$ cat src/rtl/audio_bank_ring.sv
// N-bank audio ring between the SD block writer and the sample reader; owns bank select and fill bookkeeping.
// Reads return RD_LATENCY cycles after request (ram_rd_data_i sampled RD_LATENCY-1 edges after the address); writes drop while full.
module audio_bank_ring #(
  parameter int                   DATA_BITS      = 8,
  parameter int                   BANK_ADDR_BITS = 9,
  parameter int                   BANK_SEL_BITS  = 2,
  parameter int                   RD_LATENCY     = 2,
  parameter logic [DATA_BITS-1:0] SILENCE        = 8'h80,
  parameter int                   UNDERRUN_BITS  = 16
) (
  input  logic                                    clk,
  input  logic                                    rst,
  input  logic                                    flush_i,
  input  logic [BANK_ADDR_BITS-1:0]               audio_buffer_addr_i,
  input  logic                                    audio_buffer_wren_i,
  input  logic [DATA_BITS-1:0]                    audio_buffer_data_i,
  input  logic                                    audio_buffer_filled_i,
  output logic                                    audio_buffer_empty_o,
  output logic [BANK_SEL_BITS+BANK_ADDR_BITS-1:0] ram_wr_address_o,
  output logic                                    ram_wren_o,
  output logic [DATA_BITS-1:0]                    ram_wr_data_o,
  output logic [BANK_SEL_BITS+BANK_ADDR_BITS-1:0] ram_rd_address_o,
  input  logic [DATA_BITS-1:0]                    ram_rd_data_i,
  input  logic                                    rd_req_i,
  output logic                                    rd_valid_o,
  output logic [DATA_BITS-1:0]                    rd_data_o,
  output logic [BANK_SEL_BITS:0]                  banks_full_o,
  output logic [UNDERRUN_BITS-1:0]                underrun_cnt_o,
  output logic                                    overflow_o
);

  localparam int NUM_BANKS = 1 << BANK_SEL_BITS;
  localparam logic [BANK_SEL_BITS:0]      C_FULL     = (BANK_SEL_BITS+1)'(NUM_BANKS);
  localparam logic [BANK_SEL_BITS:0]      C_CNT_ONE  = (BANK_SEL_BITS+1)'(1);
  localparam logic [BANK_SEL_BITS-1:0]    C_BANK_ONE = BANK_SEL_BITS'(1);
  localparam logic [BANK_ADDR_BITS-1:0]   C_OFF_ONE  = BANK_ADDR_BITS'(1);
  localparam logic [BANK_ADDR_BITS-1:0]   C_OFF_LAST = '1;
  localparam logic [UNDERRUN_BITS-1:0]    C_UND_ONE  = UNDERRUN_BITS'(1);

  logic [BANK_SEL_BITS-1:0]  r_wr_bank;
  logic [BANK_SEL_BITS-1:0]  r_rd_bank;
  logic [BANK_ADDR_BITS-1:0] r_rd_offset;
  logic [BANK_SEL_BITS:0]    r_count;
  logic                      r_empty;
  logic                      r_overflow;
  logic [UNDERRUN_BITS-1:0]  r_underrun_cnt;
  logic [RD_LATENCY-1:0]     r_vld_sr;
  logic [RD_LATENCY-1:0]     r_sil_sr;
  logic [DATA_BITS-1:0]      r_rd_data;

  logic                      w_full;
  logic                      w_commit;
  logic                      w_commit_over;
  logic                      w_rd_normal;
  logic                      w_rd_underrun;
  logic                      w_release;
  logic [BANK_SEL_BITS:0]    w_count_nxt;
  logic [RD_LATENCY-1:0]     w_vld_nxt;
  logic [RD_LATENCY-1:0]     w_sil_nxt;

  assign w_full        = (r_count == C_FULL);
  assign w_commit      = audio_buffer_filled_i & ~w_full;
  assign w_commit_over = audio_buffer_filled_i & w_full;
  // Underrun is judged on the pre-edge count, so a same-cycle commit still yields silence.
  assign w_rd_normal   = rd_req_i & (r_count != '0);
  assign w_rd_underrun = rd_req_i & (r_count == '0);
  assign w_release     = w_rd_normal & (r_rd_offset == C_OFF_LAST);

  always_comb begin
    w_count_nxt = r_count;
    case ({w_commit, w_release})
      2'b10:   w_count_nxt = r_count + C_CNT_ONE;
      2'b01:   w_count_nxt = r_count - C_CNT_ONE;
      default: w_count_nxt = r_count;
    endcase
  end

  // Stage RD_LATENCY-1 of the next shift value is the request whose data lands in the output register.
  assign w_vld_nxt = (r_vld_sr << 1) | RD_LATENCY'(rd_req_i);
  assign w_sil_nxt = (r_sil_sr << 1) | RD_LATENCY'(w_rd_underrun);

  always_ff @(posedge clk or posedge rst) begin
    if (rst) begin
      r_wr_bank      <= '0;
      r_rd_bank      <= '0;
      r_rd_offset    <= '0;
      r_count        <= '0;
      r_empty        <= 1'b1;
      r_overflow     <= 1'b0;
      r_underrun_cnt <= '0;
      r_vld_sr       <= '0;
      r_sil_sr       <= '0;
      r_rd_data      <= SILENCE;
    end else if (flush_i) begin
      r_wr_bank      <= '0;
      r_rd_bank      <= '0;
      r_rd_offset    <= '0;
      r_count        <= '0;
      r_empty        <= 1'b1;
      r_overflow     <= 1'b0;
      r_underrun_cnt <= '0;
      r_vld_sr       <= '0;
      r_sil_sr       <= '0;
      r_rd_data      <= SILENCE;
    end else begin
      r_count <= w_count_nxt;
      r_empty <= (w_count_nxt != C_FULL);
      if (w_commit)
        r_wr_bank <= r_wr_bank + C_BANK_ONE;
      if (w_commit_over)
        r_overflow <= 1'b1;
      if (w_rd_normal) begin
        r_rd_offset <= r_rd_offset + C_OFF_ONE;
        if (w_release)
          r_rd_bank <= r_rd_bank + C_BANK_ONE;
      end
      if (w_rd_underrun && (r_underrun_cnt != '1))
        r_underrun_cnt <= r_underrun_cnt + C_UND_ONE;
      r_vld_sr <= w_vld_nxt;
      r_sil_sr <= w_sil_nxt;
      if (w_vld_nxt[RD_LATENCY-1])
        r_rd_data <= w_sil_nxt[RD_LATENCY-1] ? SILENCE : ram_rd_data_i;
    end
  end

  assign audio_buffer_empty_o = r_empty;
  assign ram_wr_address_o     = {r_wr_bank, audio_buffer_addr_i};
  assign ram_wren_o           = audio_buffer_wren_i & ~w_full;
  assign ram_wr_data_o        = audio_buffer_data_i;
  assign ram_rd_address_o     = {r_rd_bank, r_rd_offset};
  assign rd_valid_o           = r_vld_sr[RD_LATENCY-1];
  assign rd_data_o            = r_rd_data;
  assign banks_full_o         = r_count;
  assign underrun_cnt_o       = r_underrun_cnt;
  assign overflow_o           = r_overflow;

endmodule

$ cat config.mk
export PLATFORM = sky130hd
export DESIGN_NAME = audio_bank_ring
export DESIGN_NICKNAME = d
export VERILOG_FILES = /design/src/rtl/audio_bank_ring.sv
export SDC_FILE = /design/constraint.sdc
export NUM_CORES = 1
export LEC_CHECK = 0
export CAP_MARGIN = 5
export CORE_ASPECT_RATIO = 0.6
export CORE_MARGIN = 8
export CORE_UTILIZATION = 48
export DETAILED_ROUTE_END_ITERATION = 10
export PLACE_DENSITY = 0.86
export REMOVE_ABC_BUFFERS = 1
export SLEW_MARGIN = 20
export SYNTH_ARGS = -nofsm -noshare
export SYNTH_HDL_FRONTEND = slang
export SYNTH_SLANG_ARGS = --single-unit
$ cat constraint.sdc
create_clock -name clk -period 3.9 [get_ports clk]
set_input_delay 0.78 -clock clk [delete_from_list [all_inputs] [get_ports clk]]
set_output_delay 0.78 -clock clk [all_outputs]
set_load 0.02 [all_outputs]
==> results of run 1 <==
## critical path, stage by stage
cell and delay, ps:
clkdlybuf4s50_1 530, o31a_1 330, and2_1 240, ha_1 200
inv_1 60, fa_1 370, xor2_1 160, or3_1 300
a21oi_1 190, nand2b_1 80
## final timing paths
kind                                     start                    to  depth (start not counted)
worst min-delay path                overflow_o            overflow_o                          2
max in group asynchronous                  rst        r_rd_offset[6]                          3
worst max-delay path                  rd_req_i  audio_buffer_empty_o                         10
min in group asynchronous                  rst    underrun_cnt_o[15]                          2
worst min register to register      overflow_o            overflow_o                          2
worst max register to register  r_rd_offset[0]  audio_buffer_empty_o                         12
## layer usage
layer	up-vias	GRT usage, %	part of all wire (%)
li1	948	-	-
met3	4	6.981	9.4
met2	86	23.86	44
met4	0	3.364	0.49
met1	954	21.62	46
met5	-	2.128	0
## area by class of cell
type,count,area share (%)
Timing Repair Buffer,61,19.70
Sequential cell,45,37.01
Clock inverter,1,0.9848
Multi-Input combinational cell,171,35.90
Tap cell,66,2.708
Inverter,7,0.8617
Clock buffer,7,2.831
## registers in the layout (all words and copies together), names as in the netlist
| register | cells |
|---|---|
| r_rd_offset | 9 |
| r_sil_sr | 1 |
| r_vld_sr | 2 |
| r_rd_bank | 2 |
| audio_buffer_empty_o | 1 |
| banks_full_o | 3 |
| overflow_o | 1 |
| underrun_cnt_o | 16 |
| rd_data_o | 8 |
| r_wr_bank | 2 |
## per-stage QoR
stage / power, mW / instance area (µm²)
2_1_floorplan: 0.5754 / 2250
3_3_place_gp: 0.6396 / 2933
3_5_place_dp: 0.6434 / 2933
4_1_cts: 1.003 / 3049
5_1_grt: 1.046 / 3049
6_report: 0.9955 / 3049
## logic make-up (layout without fill, tap and decap cells)
| group | count (synthesis) | in the layout | synth area share, % |
|---|---|---|---|
| and+or+nand+nor | 105 | 105 | 24.92 |
| buffers and inverters | 34 | 76 | 8.307 |
| xor gates and xnor gates | 12 | 12 | 4.334 |
| DFF | 45 | 45 | 46.54 |
| adders and majority gates | 5 | 5 | 2.890 |
| muxes | 4 | 4 | 1.754 |
| AOI/OAI and AO/OA | 45 | 45 | 11.25 |
## cell usage in the layout (no fill, tap or decap), drive strengths merged, types with 5 or more instances in the layout
| master | instances |
|---|---|
| clkdlybuf4s50 | 57 |
| dfrtp | 43 |
| a21oi | 21 |
| nand2 | 21 |
| nor2 | 19 |
| o21ai | 8 |
| xor2 | 8 |
| nand2b | 8 |
| nand3 | 8 |
| nand3b | 7 |
| nand4 | 7 |
| clkbuf | 7 |
| or3 | 6 |
| inv | 6 |
| nor2b | 6 |
| o31ai | 5 |
| nor3 | 5 |
## power breakdown
part | switching (mW) | internal (mW)
Combinational | 0.0693 | 0.0618
Clock | 0.153 | 0.209
Sequential | 0.0214 | 0.481
==> impl_metrics.ini, run 1 <==
[logic_synthesis]
synth_common_cells = dfrtp_1, a21oi_1, nand2_1
yosysMostFrequentCell = dfrtp_1
postSynthCellCount = 250
synth_top_cell_area_share_pct = 44.38
yosysWarnings = 0
yosys.area.top_type = dfrtp_1
syn_avg_cell_area_um2 = 9.699
synth-seq-cells = 45
synth.distinct_cells = 47
synthFlopType = dfrtp_1
synth_enable_flop_cells = 0
synthArstFlopShare_pct = 100.0
synth_seq_area_share_pct = 46.54
synth_area_leaders = dfrtp_1, buf_4, a21oi_1
synth.cell_area_mm2 = 0.002425

[placement]
dp_cells = 350
gp_congestion = 0.8318
dpl.hpwl_mm = 4.536
dp_worst_setup_slack_ps = 594.5
numPortBuffers = 57

[floorplan]
rows = 20
core_area_mm2 = 0.004955
io_pins = 92
die_area_mm2 = 0.007657
die_y_um = 71.06
die_width_um = 107.8
initial_core_util_pct = 48.94

[sta]
slew_viol_final = 0
min_period_over_period_pct = 77.18
hold_viol_final = 0
worst_pin_slew_ps = 858.7
finalSetupViolations = 0
skew_ps = 6.553
slew_headroom_pct = 42.23
setup_tns_ps = 0
fmax_mhz = 332.2
fin_ws_ps = 890.1
rsz0062_at_grt = no
hold_slack_ps = 534.6
min_period_ps = 3010

[global_route]
grt_pass1_wl_mm = 10.14
antenna_found_initial = 0
grt_pass1_vias = 2051
grt-ovfl-total = 0
grtUsageTotal_pct = 16.32
grt_max_degree = 24

[cells_and_area]
antennaDiodeCount = 0
multi_input_area_mm2 = 0.001095
fillers = 430
layout.cells.non_filler = 358
syn2layout_area_growth_pct = 25.75
layout.nets = 327
seq_area_mm2 = 0.001129
final_core_util_pct = 61.54
drive_above_1_share_pct = 6.164

[critical_path]
crit_type = in -> reg
required_ps = 4120
arrival_ps = 3230
worstSetupEndpointType = flop
rrSetupSlack_ps = 1240
critPathLaunchType = input pin
crit_fanout = 8

[clocking]
cts_resized = 0
post-cts-setup-buffers = 0
cts_made_buffers = 5
clockRootBuffer = clkbuf_8
insertion_delay_ps = 290
path_clk_slew_ps = 80
cts_tree = done
cts_hold_buf = 0
cts.sinks = 45
cts.path.max_buffers = 2
htreeDepth = 2

[routing]
drc = 0
wl_mm = 6.127
num_vias = 1992
via_per_inst = 5.564
drt-pass1-iter-count = 4
drt-initial-drc-count = 145
wire_per_inst_um = 17.11
antenna_left = 0

[pwr]
power_leakage_nw = 1.217
peakVddDrop_mv = 0.1782
power.density_mw_per_mm2 = 326.5

[worst_hold_path]
hold_class = reg -> reg

[run_status]
status = complete, no violations

[run]
max-cap-violations = 0
No activity file was read; power rests on OpenSTA's default activity.
==> inputs of run 2 (changes only) <==
- CORE_UTILIZATION: 48 -> 44
- PLACE_DENSITY: 0.86 -> 0.8
- clock period: 3.9 -> 3.1 ns (I/O delays scaled with it)
==> impl_metrics.ini, run 2 (same netlist as run 1, synthesis figures left out) <==
[sta]
skew_ps = 7.877
fin_ws_ps = 335.1
min_period_ps = 2765
hold_slack_ps = 506.3
fmax_mhz = 361.7
setup_tns_ps = 0
min_period_over_period_pct = 89.19
rsz0062_at_grt = no
hold_viol_final = 0
finalSetupViolations = 0
worst_pin_slew_ps = 799.8
slew_headroom_pct = 46.35
slew_viol_final = 0

[cells_and_area]
final_cell_mix = clkdlybuf4s50_1, dfrtp_1, a21oi_1, nand2_1, nor2_1
multi_input_area_mm2 = 0.001095
antennaDiodeCount = 0
fillers = 506
syn2layout_area_growth_pct = 27.19
seq_area_mm2 = 0.001129
largest_reg_flops = 16
layout.nets = 329
drive_above_1_share_pct = 7.143
final_common_cell = clkdlybuf4s50_1

[worst_hold_path]
min_from = overflow_o
hold_class = reg -> reg
min_path_cells = 2
min_to = overflow_o

[global_route]
grt_pass1_vias = 1963
grtUsageTotal_pct = 15.07
grt_max_degree = 44
grt-ovfl-total = 0
grt_pass1_wl_mm = 9.839
antenna_found_initial = 0

[clocking]
cts_tree = done
cts_made_buffers = 5
clockRootBuffer = clkbuf_8
cts.path.max_buffers = 2
cts.sinks = 45
insertion_delay_ps = 290
htreeDepth = 2
cts_resized = 0
path_clk_slew_ps = 80
post-cts-setup-buffers = 0
cts_hold_buf = 0

[placement]
dp_worst_setup_slack_ps = 127.8
numPortBuffers = 57
dpl.hpwl_mm = 4.541
gp_congestion = 0.8054

[critical_path]
r2r-start = r_rd_offset[0]
critical-path-top-delay-family = adder cells
timing.rr.end = audio_buffer_empty_o
rrSetupSlack_ps = 340
critPathMaxStageDelay_ps = 420
crit_type = reg -> reg
critPathLaunchType = flop
reg2regPathDepth = 12
crit_fanout = 4
critical_path_buf_inv_count = 1
crit_chain = ha_1 -> nand3_1 -> nor2_1 -> ha_1 -> and2_1 -> ha_1 -> inv_1 -> fa_1 -> xor2_1 -> or3_1 -> a21oi_1 -> nand2b_1
cpMaxStageDelayCell = dfrtp_1
worstSetupEndpointType = flop
required_ps = 3320
arrival_ps = 2990
crit_top_cell = ha_1

[pwr]
power_leakage_nw = 1.231
switching_share_pct = 24.89
p_int_mw = 0.9499
power_frac_clock_pct = 36.3
comb_power_share_pct = 14.1
seqPwrFrac_pct = 49.6
switching_power_mw = 0.3149
peakVddDrop_mv = 0.2256
power.density_mw_per_mm2 = 410.1

[run]
max-cap-violations = 0

[routing]
drt-pass1-iter-count = 4
wire_per_inst_um = 17.04
wl_mm = 6.187
via_per_inst = 5.504
antenna_left = 0
drc = 0
drt-initial-drc-count = 176
num_vias = 1998

[floorplan]
rows = 21
die_y_um = 73.51
die_width_um = 111.8
io_pins = 92
core_area_mm2 = 0.005439
initial_core_util_pct = 44.58
die_area_mm2 = 0.008221

[run_status]
status = complete, no violations
-- run 2: area by class of cell --
cell class	instances	area share, %
multi-input cells	171	35.50
inverters	7	0.8519
repair buffers	63	20.37
clock buffers	6	2.677
flip-flops and latches	45	36.59
well taps	69	2.799
clock inverters	2	1.217
-- run 2: worst max-delay path by stage --
stage / startpoint / endpoint / cells after the start
3_3_place_gp: rd_req_i / audio_buffer_empty_o / 10
5_1_grt: r_rd_offset[0] / audio_buffer_empty_o / 12
3_5_place_dp: rd_req_i / audio_buffer_empty_o / 10
2_1_floorplan: r_rd_offset[0] / audio_buffer_empty_o / 12
4_1_cts: r_rd_offset[0] / audio_buffer_empty_o / 12
6_report: r_rd_offset[0] / audio_buffer_empty_o / 12
-- run 2: stage by stage --
step                total power, mW  instance area (µm²)  util, %  std cells
floorplan                    0.7238                 2250        -        223
global placement             0.8123                 2964    54.50        355
detailed placement           0.8182                 2964    54.50        355
CTS                           1.282                 3084    56.71        363
global route                  1.327                 3084    56.71        363
finish                        1.265                 3084    56.71        363
-- run 2: routing by layer --
| layer | vias to the layer above | GRT usage (%) | part of all wire, % |
|---|---|---|---|
| met2 | 88 | 22.63 | 42 |
| met5 | - | 1.987 | 0 |
| met3 | 4 | 6.399 | 9.2 |
| met4 | 0 | 3.759 | 0.82 |
| met1 | 959 | 19.36 | 48 |
| li1 | 947 | - | - |
-- run 2: worst min-delay path: stages, from the launching register on --
cell and delay [ps]:
dfrtp_1 350, a31oi_1 40, nor2_1 80
-- run 2: power by group through the flow --
stage | clock network [mW] | registers, mW | logic (mW)
finish | 0.459 | 0.628 | 0.179
global route | 0.501 | 0.631 | 0.195
CTS | 0.474 | 0.627 | 0.181
detailed placement | 0 | 0.639 | 0.179
global placement | 0 | 0.637 | 0.175
floorplan | 0 | 0.657 | 0.0667
==> inputs of run 3 (changes only) <==
- CTS_CLUSTER_SIZE: default -> 14
==> results of run 3 <==
No change in the layout: final DEF, timing and power equal those of run 2.
